===== config.mk =====
export PLATFORM = sky130hd
export DESIGN_NAME = ast_width_reducer_flat
export DESIGN_NICKNAME = d
export VERILOG_FILES = /design/src/rtl/ast_width_reducer_pkg.sv /design/src/rtl/ast_width_reducer_if.sv /design/src/rtl/ast_width_reducer.sv /design/src/flat_wrapper.sv
export SDC_FILE = /design/constraint.sdc
export NUM_CORES = 1
export LEC_CHECK = 0
export ABC_AREA = 1
export CAP_MARGIN = 20
export CORE_MARGIN = 3
export CORE_UTILIZATION = 49
export DETAILED_ROUTE_END_ITERATION = 8
export PLACE_DENSITY = 0.8
export SLEW_MARGIN = 15
export SYNTH_ARGS = -nofsm -noshare
export SYNTH_HDL_FRONTEND = slang
export SYNTH_SLANG_ARGS = --single-unit

===== constraint.sdc =====
create_clock -name clk_i -period 1.6 [get_ports clk_i]
set_input_delay 0.32 -clock clk_i [delete_from_list [all_inputs] [get_ports clk_i]]
set_output_delay 0.32 -clock clk_i [all_outputs]
set_load 0.01 [all_outputs]

===== src/rtl/ast_width_reducer_pkg.sv =====
// Shared widths, FSM state type and beat-sizing helpers for the Avalon-ST width reducer.
// Optional build macro AST_WIDTH_REDUCER_REG_READY_EN is consumed by rtl/ast_width_reducer.sv.
package ast_width_reducer_pkg;
  localparam int DATA_IN_W   = 64;
  localparam int DATA_OUT_W  = 16;
  localparam int CHANNEL_W   = 10;
  localparam int N           = DATA_IN_W / DATA_OUT_W;
  localparam int WB          = DATA_OUT_W / 8;
  localparam int IB          = DATA_IN_W / 8;
  localparam int EMPTY_IN_W  = $clog2(IB);
  localparam int EMPTY_OUT_W = (WB > 1) ? $clog2(WB) : 1;
  localparam int IDX_W       = (N > 1) ? $clog2(N) : 1;

  typedef enum logic [0:0] {
    IDLE = 1'b0,
    SEND = 1'b1
  } state_t;

  // Index of the final narrow word a wide beat produces; empty only matters on eop beats.
  function automatic logic [IDX_W-1:0] words_in_beat(input logic eop,
                                                     input logic [EMPTY_IN_W-1:0] empty);
    int vb;
    vb = IB - int'(empty);
    if (eop) return IDX_W'((vb + WB - 1) / WB - 1);
    else return IDX_W'(N - 1);
  endfunction

  function automatic logic [EMPTY_OUT_W-1:0] eop_word_empty(input logic [EMPTY_IN_W-1:0] empty);
    int vb;
    vb = IB - int'(empty);
    return EMPTY_OUT_W'(((vb + WB - 1) / WB) * WB - vb);
  endfunction
endpackage


===== src/rtl/ast_width_reducer_if.sv =====
// Wide input and narrow output Avalon-ST port sets of the width reducer.
// slave is the reducer's view, master is the environment driving it.
interface ast_width_reducer_if;
  import ast_width_reducer_pkg::*;

  logic [DATA_IN_W-1:0]   ast_data_i;
  logic                   ast_startofpacket_i;
  logic                   ast_endofpacket_i;
  logic                   ast_valid_i;
  logic [EMPTY_IN_W-1:0]  ast_empty_i;
  logic [CHANNEL_W-1:0]   ast_channel_i;
  logic                   ast_ready_o;
  logic [DATA_OUT_W-1:0]  ast_data_o;
  logic                   ast_startofpacket_o;
  logic                   ast_endofpacket_o;
  logic                   ast_valid_o;
  logic [EMPTY_OUT_W-1:0] ast_empty_o;
  logic [CHANNEL_W-1:0]   ast_channel_o;
  logic                   ast_ready_i;

  modport slave (
    input  ast_data_i, ast_startofpacket_i, ast_endofpacket_i, ast_valid_i,
           ast_empty_i, ast_channel_i, ast_ready_i,
    output ast_ready_o, ast_data_o, ast_startofpacket_o, ast_endofpacket_o,
           ast_valid_o, ast_empty_o, ast_channel_o
  );

  modport master (
    output ast_data_i, ast_startofpacket_i, ast_endofpacket_i, ast_valid_i,
           ast_empty_i, ast_channel_i, ast_ready_i,
    input  ast_ready_o, ast_data_o, ast_startofpacket_o, ast_endofpacket_o,
           ast_valid_o, ast_empty_o, ast_channel_o
  );
endinterface


===== src/rtl/ast_width_reducer.sv =====
// Avalon-ST width down-converter: one held wide beat is replayed as narrow words.
// Define AST_WIDTH_REDUCER_REG_READY_EN for a registered ready (one bubble per beat).
module ast_width_reducer
  import ast_width_reducer_pkg::*;
(
  input logic                clk_i,
  input logic                srst_n_i,
  ast_width_reducer_if.slave ast
);
  state_t                 r_state;
  logic                   r_idle_rdy;
  logic [IDX_W-1:0]       r_idx;
  logic [IDX_W-1:0]       r_last_idx;
  logic [DATA_IN_W-1:0]   r_data;
  logic                   r_eop;
  logic [EMPTY_OUT_W-1:0] r_pad;
  logic                   r_valid_o;
  logic                   r_sop_o;
  logic                   r_eop_o;
  logic [DATA_OUT_W-1:0]  r_data_o;
  logic [EMPTY_OUT_W-1:0] r_empty_o;
  logic [CHANNEL_W-1:0]   r_channel_o;

  logic                   w_ready;
  logic                   w_in_xfer;
  logic                   w_out_xfer;
  logic                   w_at_last;
  logic                   w_nx_last;
  logic                   w_in_single;
  logic [IDX_W-1:0]       w_idx_inc;
  logic [IDX_W-1:0]       w_in_last_idx;
  logic [EMPTY_OUT_W-1:0] w_in_pad;

  assign w_at_last     = (r_idx == r_last_idx);
  assign w_idx_inc     = r_idx + IDX_W'(1);
  assign w_nx_last     = (w_idx_inc == r_last_idx);
  assign w_in_last_idx = words_in_beat(ast.ast_endofpacket_i, ast.ast_empty_i);
  assign w_in_pad      = eop_word_empty(ast.ast_empty_i);
  assign w_in_single   = ast.ast_endofpacket_i && (w_in_last_idx == {IDX_W{1'b0}});

`ifdef AST_WIDTH_REDUCER_REG_READY_EN
  assign w_ready = r_idle_rdy;
`else
  // The last word leaving frees the buffer in the same cycle, so ready tracks ready_i there.
  assign w_ready = r_idle_rdy || ((r_state == SEND) && w_at_last && ast.ast_ready_i);
`endif

  assign w_in_xfer  = ast.ast_valid_i && w_ready;
  assign w_out_xfer = r_valid_o && ast.ast_ready_i;

  always_ff @(posedge clk_i) begin
    if (!srst_n_i) begin
      r_state     <= IDLE;
      r_idle_rdy  <= 1'b0;
      r_idx       <= {IDX_W{1'b0}};
      r_last_idx  <= {IDX_W{1'b0}};
      r_data      <= {DATA_IN_W{1'b0}};
      r_eop       <= 1'b0;
      r_pad       <= {EMPTY_OUT_W{1'b0}};
      r_valid_o   <= 1'b0;
      r_sop_o     <= 1'b0;
      r_eop_o     <= 1'b0;
      r_data_o    <= {DATA_OUT_W{1'b0}};
      r_empty_o   <= {EMPTY_OUT_W{1'b0}};
      r_channel_o <= {CHANNEL_W{1'b0}};
    end else if (w_in_xfer) begin
      r_state     <= SEND;
      r_idle_rdy  <= 1'b0;
      r_idx       <= {IDX_W{1'b0}};
      r_last_idx  <= w_in_last_idx;
      r_data      <= ast.ast_data_i;
      r_eop       <= ast.ast_endofpacket_i;
      r_pad       <= w_in_pad;
      r_valid_o   <= 1'b1;
      r_sop_o     <= ast.ast_startofpacket_i;
      r_eop_o     <= w_in_single;
      r_data_o    <= ast.ast_data_i[DATA_OUT_W-1:0];
      r_empty_o   <= w_in_single ? w_in_pad : {EMPTY_OUT_W{1'b0}};
      r_channel_o <= ast.ast_channel_i;
    end else begin
      case (r_state)
        IDLE: r_idle_rdy <= 1'b1;
        SEND: begin
          if (w_out_xfer && !w_at_last) begin
            r_idx     <= w_idx_inc;
            r_sop_o   <= 1'b0;
            r_eop_o   <= r_eop && w_nx_last;
            r_data_o  <= r_data[w_idx_inc*DATA_OUT_W +: DATA_OUT_W];
            r_empty_o <= (r_eop && w_nx_last) ? r_pad : {EMPTY_OUT_W{1'b0}};
          end else if (w_out_xfer) begin
            r_state    <= IDLE;
            r_idle_rdy <= 1'b1;
            r_valid_o  <= 1'b0;
            r_sop_o    <= 1'b0;
            r_eop_o    <= 1'b0;
            r_empty_o  <= {EMPTY_OUT_W{1'b0}};
          end else begin
            r_idx <= r_idx;
          end
        end
        default: begin
          r_state    <= IDLE;
          r_idle_rdy <= 1'b1;
          r_valid_o  <= 1'b0;
        end
      endcase
    end
  end

  assign ast.ast_ready_o         = w_ready;
  assign ast.ast_valid_o         = r_valid_o;
  assign ast.ast_startofpacket_o = r_sop_o;
  assign ast.ast_endofpacket_o   = r_eop_o;
  assign ast.ast_data_o          = r_data_o;
  assign ast.ast_empty_o         = r_empty_o;
  assign ast.ast_channel_o       = r_channel_o;
endmodule


===== src/flat_wrapper.sv =====
// flat-port wrapper written by rule: the top's interface ports become plain ports
module ast_width_reducer_flat import ast_width_reducer_pkg::*;
  (clk_i, srst_n_i, ast_ast_data_i, ast_ast_startofpacket_i, ast_ast_endofpacket_i, ast_ast_valid_i, ast_ast_empty_i, ast_ast_channel_i, ast_ast_ready_i, ast_ast_ready_o, ast_ast_data_o, ast_ast_startofpacket_o, ast_ast_endofpacket_o, ast_ast_valid_o, ast_ast_empty_o, ast_ast_channel_o);
  ast_width_reducer_if ast_i ();
  input logic clk_i;
  input logic srst_n_i;
  input wire logic [$bits(ast_i.ast_data_i)-1:0] ast_ast_data_i;
  input wire logic [$bits(ast_i.ast_startofpacket_i)-1:0] ast_ast_startofpacket_i;
  input wire logic [$bits(ast_i.ast_endofpacket_i)-1:0] ast_ast_endofpacket_i;
  input wire logic [$bits(ast_i.ast_valid_i)-1:0] ast_ast_valid_i;
  input wire logic [$bits(ast_i.ast_empty_i)-1:0] ast_ast_empty_i;
  input wire logic [$bits(ast_i.ast_channel_i)-1:0] ast_ast_channel_i;
  input wire logic [$bits(ast_i.ast_ready_i)-1:0] ast_ast_ready_i;
  output wire logic [$bits(ast_i.ast_ready_o)-1:0] ast_ast_ready_o;
  output wire logic [$bits(ast_i.ast_data_o)-1:0] ast_ast_data_o;
  output wire logic [$bits(ast_i.ast_startofpacket_o)-1:0] ast_ast_startofpacket_o;
  output wire logic [$bits(ast_i.ast_endofpacket_o)-1:0] ast_ast_endofpacket_o;
  output wire logic [$bits(ast_i.ast_valid_o)-1:0] ast_ast_valid_o;
  output wire logic [$bits(ast_i.ast_empty_o)-1:0] ast_ast_empty_o;
  output wire logic [$bits(ast_i.ast_channel_o)-1:0] ast_ast_channel_o;
  assign ast_i.ast_data_i = ast_ast_data_i;
  assign ast_i.ast_startofpacket_i = ast_ast_startofpacket_i;
  assign ast_i.ast_endofpacket_i = ast_ast_endofpacket_i;
  assign ast_i.ast_valid_i = ast_ast_valid_i;
  assign ast_i.ast_empty_i = ast_ast_empty_i;
  assign ast_i.ast_channel_i = ast_ast_channel_i;
  assign ast_i.ast_ready_i = ast_ast_ready_i;
  assign ast_ast_ready_o = ast_i.ast_ready_o;
  assign ast_ast_data_o = ast_i.ast_data_o;
  assign ast_ast_startofpacket_o = ast_i.ast_startofpacket_o;
  assign ast_ast_endofpacket_o = ast_i.ast_endofpacket_o;
  assign ast_ast_valid_o = ast_i.ast_valid_o;
  assign ast_ast_empty_o = ast_i.ast_empty_o;
  assign ast_ast_channel_o = ast_i.ast_channel_o;
  ast_width_reducer u_core (.clk_i(clk_i), .srst_n_i(srst_n_i), .ast(ast_i));
endmodule

---- After elaboration in Yosys (flattened, before gate mapping) ----
Index checks and enable logic that the tools add are counted.
word-level totals
  bits in registers ....................... 102
  input bits .............................. 83
  output and inout port bits .............. 31
  word-level logic and storage cells ...... 75
operators by class
  add/subtract/negate cells ............... 7
  equality and inequality tests ........... 5
  shift-type cells ........................ 1
  mux-type cells .......................... 26
  bitwise logic cells ..................... 3
  reduce and logical (&&, ||, !) cells .... 20
operator list
  cell                                                    count
  variable part select 64 x 7 -> 16 bit                   1
  2-to-1 mux 16 bit                                       3
  2-to-1 mux 1 bit                                        21
  AND reduction 2 bit                                     4
  logical AND 1 bit                                       7
  subtractor 6 x 2 -> 7 bit (second input constant)       1
  adder 5 x 3 -> 6 bit (second input constant)            1
  nonzero test 2 bit                                      3
  subtractor 4 x 3 -> 5 bit (first input constant)        1
  equality test 2 bit                                     2
  inequality test 2 bit (second input constant)           2
  AND reduction 3 bit                                     1
  nonzero test 3 bit                                      1
  adder 2 x 1 -> 2 bit                                    1
  adder 2 x 1 -> 2 bit (second input constant)            1
  zero test 2 bit                                         1
  2-to-1 mux 2 bit                                        1
  inequality test 2 x 1 -> 1 bit (second input constant)  1
  NOT 1 bit                                               2
  case mux 1 bit (2 select lines)                         1
  OR reduction 2 bit                                      1
  subtractor 2 bit (second input constant)                1
  AND 1 bit                                               1
  zero test 1 bit                                         1
  other kinds (2)                                         2

---- Logic depth before layout (Yosys ltp) ----
Gate-level depths: netlist of the first run.
  depth after elaboration ................. 11
  depth in mapped cells ................... 13
  depth with buffers taken out ............ 12

---- Worst setup path after synthesis of the first run ----
No wires, ideal clock.
  path type ............................... flip-flop to flip-flop
  start point ............................. register u_core.r_idx[0]
  end point ............................... register u_core.r_last_idx[1]
  library setup time ...................... 114 ps
  arrival time ............................ 1352 ps
  data required time ...................... 1486 ps
  setup slack ............................. 134 ps
  cell stages (with the launch flop) ...... 14
  buffers on the path ..................... 3
  period minus slack after synthesis ...... 1466 ps
  path through ............................ dfxtp_1 -> buf_6 -> inv_4 -> nand2_1 -> nand2_2 -> nand3_2 -> nand2_2 -> nand2_4 -> buf_6 -> buf_6 -> nor2_2 -> inv_1 -> nand2_1 -> nor2_2
on the way
  word-level cells in the longest chain between the ends .. 5
ends and longest elaborated chain
  item                            line                     source
  start: declaration              ast_width_reducer.sv:12  logic [IDX_W-1:0] r_idx;
  start signal: assignment        ast_width_reducer.sv:55  r_idx <= {IDX_W{1'b0}};
  start signal: assignment        ast_width_reducer.sv:69  r_idx <= {IDX_W{1'b0}};
  start signal: assignment        ast_width_reducer.sv:85  r_idx <= w_idx_inc;
  equality test 2 bit             ast_width_reducer.sv:34  assign w_at_last = (r_idx == r_last_idx);
  logical AND 1 bit (2 in a row)  ast_width_reducer.sv:45  assign w_ready = r_idle_rdy || ((r_state == SEND) && w_at_last && ast.ast_ready_i);
  logical OR 1 bit                ast_width_reducer.sv:45
  via ast_ast_ready_o             flat_wrapper.sv:14       output wire logic [$bits(ast_i.ast_ready_o)-1:0] ast_ast_ready_o;
  logical AND 1 bit               ast_width_reducer.sv:48  assign w_in_xfer = ast.ast_valid_i && w_ready;
  end signal: assignment          ast_width_reducer.sv:56  r_last_idx <= {IDX_W{1'b0}};
  end signal: assignment          ast_width_reducer.sv:70  r_last_idx <= w_in_last_idx;
  end: declaration                ast_width_reducer.sv:13  logic [IDX_W-1:0] r_last_idx;
The timed path passes the listed nets, and every way through them passes these cells.
A chain may end at the register's enable or synchronous reset.

---- Worst setup path in the final report of the first run ----
  start point ............................. register u_core.r_idx[0]
  end point ............................... register u_core.r_data[40]
on the way
  word-level cells in the longest chain between the ends .. 5
ends and longest elaborated chain
  item                            line                     source
  equality test 2 bit             ast_width_reducer.sv:34
  logical AND 1 bit (2 in a row)  ast_width_reducer.sv:45
  logical OR 1 bit                ast_width_reducer.sv:45
  logical AND 1 bit               ast_width_reducer.sv:48
  end signal: assignment          ast_width_reducer.sv:57  r_data <= {DATA_IN_W{1'b0}};
  end signal: assignment          ast_width_reducer.sv:71  r_data <= ast.ast_data_i;
  end: declaration                ast_width_reducer.sv:14  logic [DATA_IN_W-1:0] r_data;
No other way between the ends.

==> results.sh, run 1 <==
export IMPL_drc=0
export IMPL_cts_buffers=9
export IMPL_ys_types=24
export IMPL_overflow=0
export IMPL_clk_pin_slew_ps=90
export IMPL_grt_pass1_vias=4063
export IMPL_die_area_sq_um=10200
export IMPL_period_share_pct=99.8
export IMPL_cp_depth=12
export IMPL_max_vdd_ir_drop_mv=0.471
export IMPL_syn_nets=733
export IMPL_clk_path_buf_depth=2
export IMPL_fill_cells=624
export IMPL_place_congestion=0.853
export IMPL_maxCapViolations=0
export IMPL_crit_path_frequent_cell="nand2_2"
export IMPL_synth_top_cell_by_area="dfxtp_1"
export IMPL_first_pass_iters=4
export IMPL_worst_pin_slew_ps=760
export IMPL_drt_iter0_drc=297
export IMPL_cp_arrival_ps=1860
export IMPL_start_kind="flop"
export IMPL_whs_path_depth=6
export IMPL_route_vias_total=4712
export IMPL_yosysSeqAreaShare_pct=46.0
export IMPL_track_usage_pct=22.8
export IMPL_cts_root_buf="clkbuf_8"
export IMPL_worst_path_dominant_cell_family="buffers and inverters"
export IMPL_htree_levels=3
export IMPL_cp_num_buf_inv=5
export IMPL_fin_nets=862
export IMPL_fin_skew_ps=18.3
export IMPL_syn_area_sq_um=4440
export IMPL_core_area_sq_um=8760
export IMPL_grt_pass1_wl_um=19100
export IMPL_place_ws_ps=-409
export IMPL_critPathRequiredTime_ps=1860
export IMPL_antenna_cells=0
export IMPL_crit_chain="inv_4 > nand2_2 > nand2_2 > nand3_2 > nand2_2 > buf_6 > nand2_8 > clkinv_8 > buf_12 > clkbuf_16 > nor2_1 > nor2_1"
export IMPL_hold_ws_ps=456
export IMPL_layout_common_cells="151 x nand2_1, 107 x nor2_1, 97 x dfxtp_1, 88 x clkdlybuf4s50_1, 70 x o21ai_0"
export IMPL_fin_ws_ps=3.45
export IMPL_io_buffer_count=113
export IMPL_worstSetupEndpointType="flop"
export IMPL_critPathSlowestCell="dfxtp_4"
export IMPL_p_leak_nw=3.16
export IMPL_fin_crit_ps=1600
export IMPL_vias_per_cell=5.29
export IMPL_cts_tree="yes"
export IMPL_path_max_fanout=8
export IMPL_status="completed"
export IMPL_drtAntennaViolNets=0
export IMPL_cts_sinks=102
export IMPL_syn_area_per_cell_sq_um=6.85
export IMPL_powerDensity_nw_per_um2=878
export IMPL_mostFrequentLayoutCell="nand2_1"
export IMPL_area_growth_pct=50.6
export IMPL_yosysWarnings=0
export IMPL_hold_path_class="in -> reg"
export IMPL_rows=34
export IMPL_path_class="reg -> reg"
export IMPL_io_pin_count=114
export IMPL_synth_flop_cell="dfxtp_1"
export IMPL_synth_top_cell_area_share_pct=46.0
export IMPL_synth_edff_count=0
export IMPL_post_drt_wl_per_cell_um=15.0
export IMPL_die_h_um=101
export IMPL_wirelength_um=13400
export IMPL_synthArstFlopShare_pct=0
export IMPL_max_freq_ghz=0.626
export IMPL_setup_viol=0
export IMPL_die_x_um=101
export IMPL_synth_cells=648
export IMPL_reg2reg_depth=12
export IMPL_finalMaxSlewViolations=0
export IMPL_hpwl_um=8120
export IMPL_clock_latency_ps=370
export IMPL_cp_slowest_stage_delay_ps=390
export IMPL_drive_gt1_share_pct=19.7
export IMPL_slew_headroom_pct=49.3
export IMPL_synth_seq_cells=102
export IMPL_grt_max_degree=44
export IMPL_cts_hold_buf=0
export IMPL_grt_setup_unrepaired="true"
export IMPL_finalHoldViolCount=0
export IMPL_netlist_top_cells_area="dfxtp_1 46%, nand2_1 15%, nor2_1 12%"
export IMPL_antenna_found_initial=0
export IMPL_start_util_pct=50.6
[stage by stage]
step	power, W	cell area (sq um)	utilization, %	cells	setup TNS [ps]
after floorplan	0.00350	4440	-	648	0
after global placement	0.00399	5770	65.8	859	-25120
after detailed placement	0.00403	5770	65.8	859	-30760
after CTS	0.00555	6020	68.7	877	0
after global routing	0.00612	6680	76.3	890	-3150
final	0.00587	6680	76.3	890	0
[synthesized netlist by cell type, types with 2 or more instances]
master    count
a21oi_1      24
buf_2        14
buf_4         5
buf_6         5
clkbuf_1     13
clkbuf_2      2
dfxtp_1     102
ha_1          2
inv_1        31
inv_2         2
nand2_1     172
nand2_2       3
nand2_4       2
nand3_1      23
nor2_1      143
nor2_2        4
o21ai_0      87
o21ai_1       4
o21ai_2       5
[layer usage]
layer  global-route usage [%]  vias to the layer above  part of all wire, %
li1                         -                     2308                    -
met1                     33.2                     2175                   43
met2                     35.4                      198                   48
met3                     3.37                       31                  7.0
met4                     6.34                        0                  2.1
met5                        0                        -                    0
[cells by family (layout without fill, tap and decap cells)]
group | count (synthesis) | after routing | share of synthesized area, %
compound gates | 121 | 121 | 14.2
fa+ha+maj | 2 | 2 | 0.564
simple gates | 349 | 350 | 31.1
flops | 102 | 102 | 46.0
buf+inv | 73 | 206 | 7.95
xor+xnor | 1 | 1 | 0.197
[where the power goes]
group | switching [W] | total [W] | internal, W
logic | 0.000677 | 0.00143 | 0.000751
clock network | 0.000920 | 0.00154 | 0.000617
registers | 0.000150 | 0.00290 | 0.00275
[path summary, 6_finish.rpt]
check                    start                endpoint  slack (ps)
min reg2reg  u_core.r_data[59]       u_core.r_data[59]         470
max            u_core.r_idx[0]       u_core.r_data[40]           3
min            ast_ast_ready_i  u_core.ast.ast_valid_o         460
max reg2reg    u_core.r_idx[0]       u_core.r_data[40]           3
[area by class of cell]
class | count | area, sq um | share of cell area, %
Inverter | 34 | 143 | 2.13
Clock inverter | 6 | 45.0 | 0.674
Tap cell | 108 | 135 | 2.02
Clock buffer | 10 | 138 | 2.06
Multi-Input combinational cell | 474 | 2370 | 35.4
Sequential cell | 102 | 2050 | 30.7
Timing Repair Buffer | 156 | 1810 | 27.0
[state kept, by name, summed over array words and instances (netlist names)]
signal                          cells
u_core.r_data                      64
u_core.ast.ast_data_o              16
u_core.ast.ast_channel_o           10
u_core.r_idx                        2
u_core.r_last_idx                   2
u_core.ast.ast_empty_o              1
u_core.ast.ast_endofpacket_o        1
u_core.ast.ast_startofpacket_o      1
u_core.ast.ast_valid_o              1
u_core.r_eop                        1
u_core.r_idle_rdy                   1
u_core.r_pad                        1
u_core.r_state                      1
[tightest hold or removal path: stages]
cell and delay (ps):
dlymetal6s2s_1 110, nand2_1 70, inv_2 60, nand3_2 90, nand2_1 70, a21oi_1 60
[what timing repair did]
action,in CTS,in global routing
gates resized for setup,18,135
pin swaps,0,18
endpoints found under the setup margin,70,111
buffers inserted,0,2
gates cloned,2,11
(Power assumes the default switching activity.)
==> inputs of run 2 (changes only) <==
Settings changed: CORE_UTILIZATION 49 to 55, DONT_BUFFER_PORTS set to 1, PLACE_DENSITY 0.8 to 0.7.
==> run 2 against run 1 <==
  * Sequential share of layout area up 13 points
  * First-iteration DRC count down 46%
  * Combinational power down 53%
  * Clock skew down 4.3 ps
  * Critical path type is now reg -> out
==> results.sh, run 2 (synthesized netlist as in run 1, its figures left out) <==
export IMPL_period_share_pct=96.6
export IMPL_dp_cells=727
export IMPL_clk_path_buf_depth=2
export IMPL_fill_cells=757
export IMPL_core_area_sq_um=7770
export IMPL_regMostFlops="u_core.r_data"
export IMPL_r2r_slack_ps=100
export IMPL_cp_slowest_stage_delay_ps=380
export IMPL_drt_iter0_drc=160
export IMPL_antenna_cells=0
export IMPL_critPathRequiredTime_ps=1280
export IMPL_cts_root_buf="clkbuf_8"
export IMPL_slew_headroom_pct=82.3
export IMPL_fin_nets=723
export IMPL_grt_pass1_wl_um=15800
export IMPL_fin_skew_ps=14.1
export IMPL_wirelength_um=9930
export IMPL_maxCapViolations=0
export IMPL_path_max_fanout=5
export IMPL_grt_pass1_vias=3322
export IMPL_max_freq_ghz=0.647
export IMPL_io_buffer_count=0
export IMPL_rows=32
export IMPL_post_route_util_pct=61.0
export IMPL_clk_pin_slew_ps=100
export IMPL_crit_path_frequent_cell="nand2_2"
export IMPL_antenna_found_initial=1
export IMPL_drive_gt1_share_pct=8.86
export IMPL_die_area_sq_um=9180
export IMPL_finalMaxSlewViolations=0
export IMPL_start_util_pct=57.1
export IMPL_largest_reg_flops=64
export IMPL_grt_setup_unrepaired="true"
export IMPL_route_vias_total=3809
export IMPL_vias_per_cell=5.11
export IMPL_path_class="reg -> out"
export IMPL_crit_chain="inv_4 > nand2_1 > nand2_2 > nand3_2 > nand2_2 > buf_4"
export IMPL_clock_latency_ps=360
export IMPL_first_pass_iters=4
export IMPL_cts_sinks=102
export IMPL_die_h_um=95.8
export IMPL_worst_pin_slew_ps=263
export IMPL_hold_path_class="in -> reg"
export IMPL_p_leak_nw=2.10
export IMPL_track_usage_pct=21.8
export IMPL_drtAntennaViolNets=0
export IMPL_hpwl_um=7200
export IMPL_post_drt_wl_per_cell_um=13.3
export IMPL_drc=0
export IMPL_powerDensity_nw_per_um2=1080
export IMPL_finalHoldViolCount=0
export IMPL_setup_viol=0
export IMPL_die_x_um=95.8
export IMPL_io_pin_count=114
export IMPL_cp_arrival_ps=1220
export IMPL_max_vdd_ir_drop_mv=0.475
export IMPL_worstSetupEndpointType="primary output"
export IMPL_overflow=0
export IMPL_critPathSlowestCell="dfxtp_4"
export IMPL_cts_hold_buf=0
export IMPL_status="completed"
export IMPL_start_kind="flop"
export IMPL_grt_max_degree=81
export IMPL_fin_crit_ps=1540
export IMPL_mostFrequentLayoutCell="nand2_1"
export IMPL_final_cell_count_no_fill=745
export IMPL_place_congestion=0.825
export IMPL_cts_buffers=9
export IMPL_htree_levels=3
export IMPL_cts_tree="yes"
export IMPL_layout_common_cells="172 x nand2_1, 143 x nor2_1, 99 x dfxtp_1, 86 x o21ai_0, 30 x inv_1"
export IMPL_area_growth_pct=6.74
[run 2: cell count changes in the layout (fill, tap and decap cells not counted), sizes merged, moves of 2 or more]
cell and change:
dlygate4sd2 -2, clkbuf -8, inv +3, clkinvlp -2
dlymetal6s2s -21, clkdlybuf4s50 -88, buf -19
[run 2: layout make-up]
class                      count  area [sq um]  area share [%]
tap                          102           128            2.69
clock buffer                  10           138            2.91
inverter                      34           133            2.80
clock inverter                 6          50.0            1.06
sequential                   102          2050            43.2
multi-input combinational    473          2040            43.1
timing repair buffer          18           198            4.17
[run 2: stage by stage]
step	power [W]	area (sq um)	TNS [ps]	hold slack (ps)	setup WS, ps
3_5_place_dp	0.00364	4520	-36.5	441	-26.8
2_1_floorplan	0.00350	4440	0	425	134
4_1_cts	0.00516	4710	0	77.7	1.38
6_report	0.00512	4740	0	91.3	55.2
3_3_place_gp	0.00362	4520	0	436	51.6
5_1_grt	0.00539	4740	-24.7	70.8	-8.06
[run 2: timing repair]
| item | in CTS | in global routing |
|---|---|---|
| endpoints found under the setup margin | 29 | 73 |
| pin swaps | 0 | 2 |
| buffers inserted | 0 | 2 |
| gates resized for setup | 1 | 6 |
[run 2: per-layer routing]
metal  track usage (%)  part of all wire, %
met1              32.3                   50
met3              6.25                  9.1
met4              6.52                 0.56
met5                 0                 0.13
met2              30.3                   40
[run 2: path summary, 6_finish.rpt]
kind	startpoint	to	cells after the start
setup reg to reg	u_core.r_idx[0]	u_core.ast.ast_data_o[5]	10
hold reg to reg	u_core.r_data[59]	u_core.r_data[59]	2
setup / recovery	u_core.r_idx[0]	ast_ast_ready_o	6
hold / removal	srst_n_i	u_core.ast.ast_data_o[5]	2
[run 2: power breakdown]
part	internal [W]	leakage (nW)	switching, W
registers	0.00275	0.840	0.000155
logic	0.000265	1.17	0.000414
clock network	0.000634	0.0956	0.000905
[run 2: worst max-delay path: cells and delay by family (launching register included)]
family	cells	cell delay, ps
simple gates	4	310
flops	1	380
buf+inv	2	180
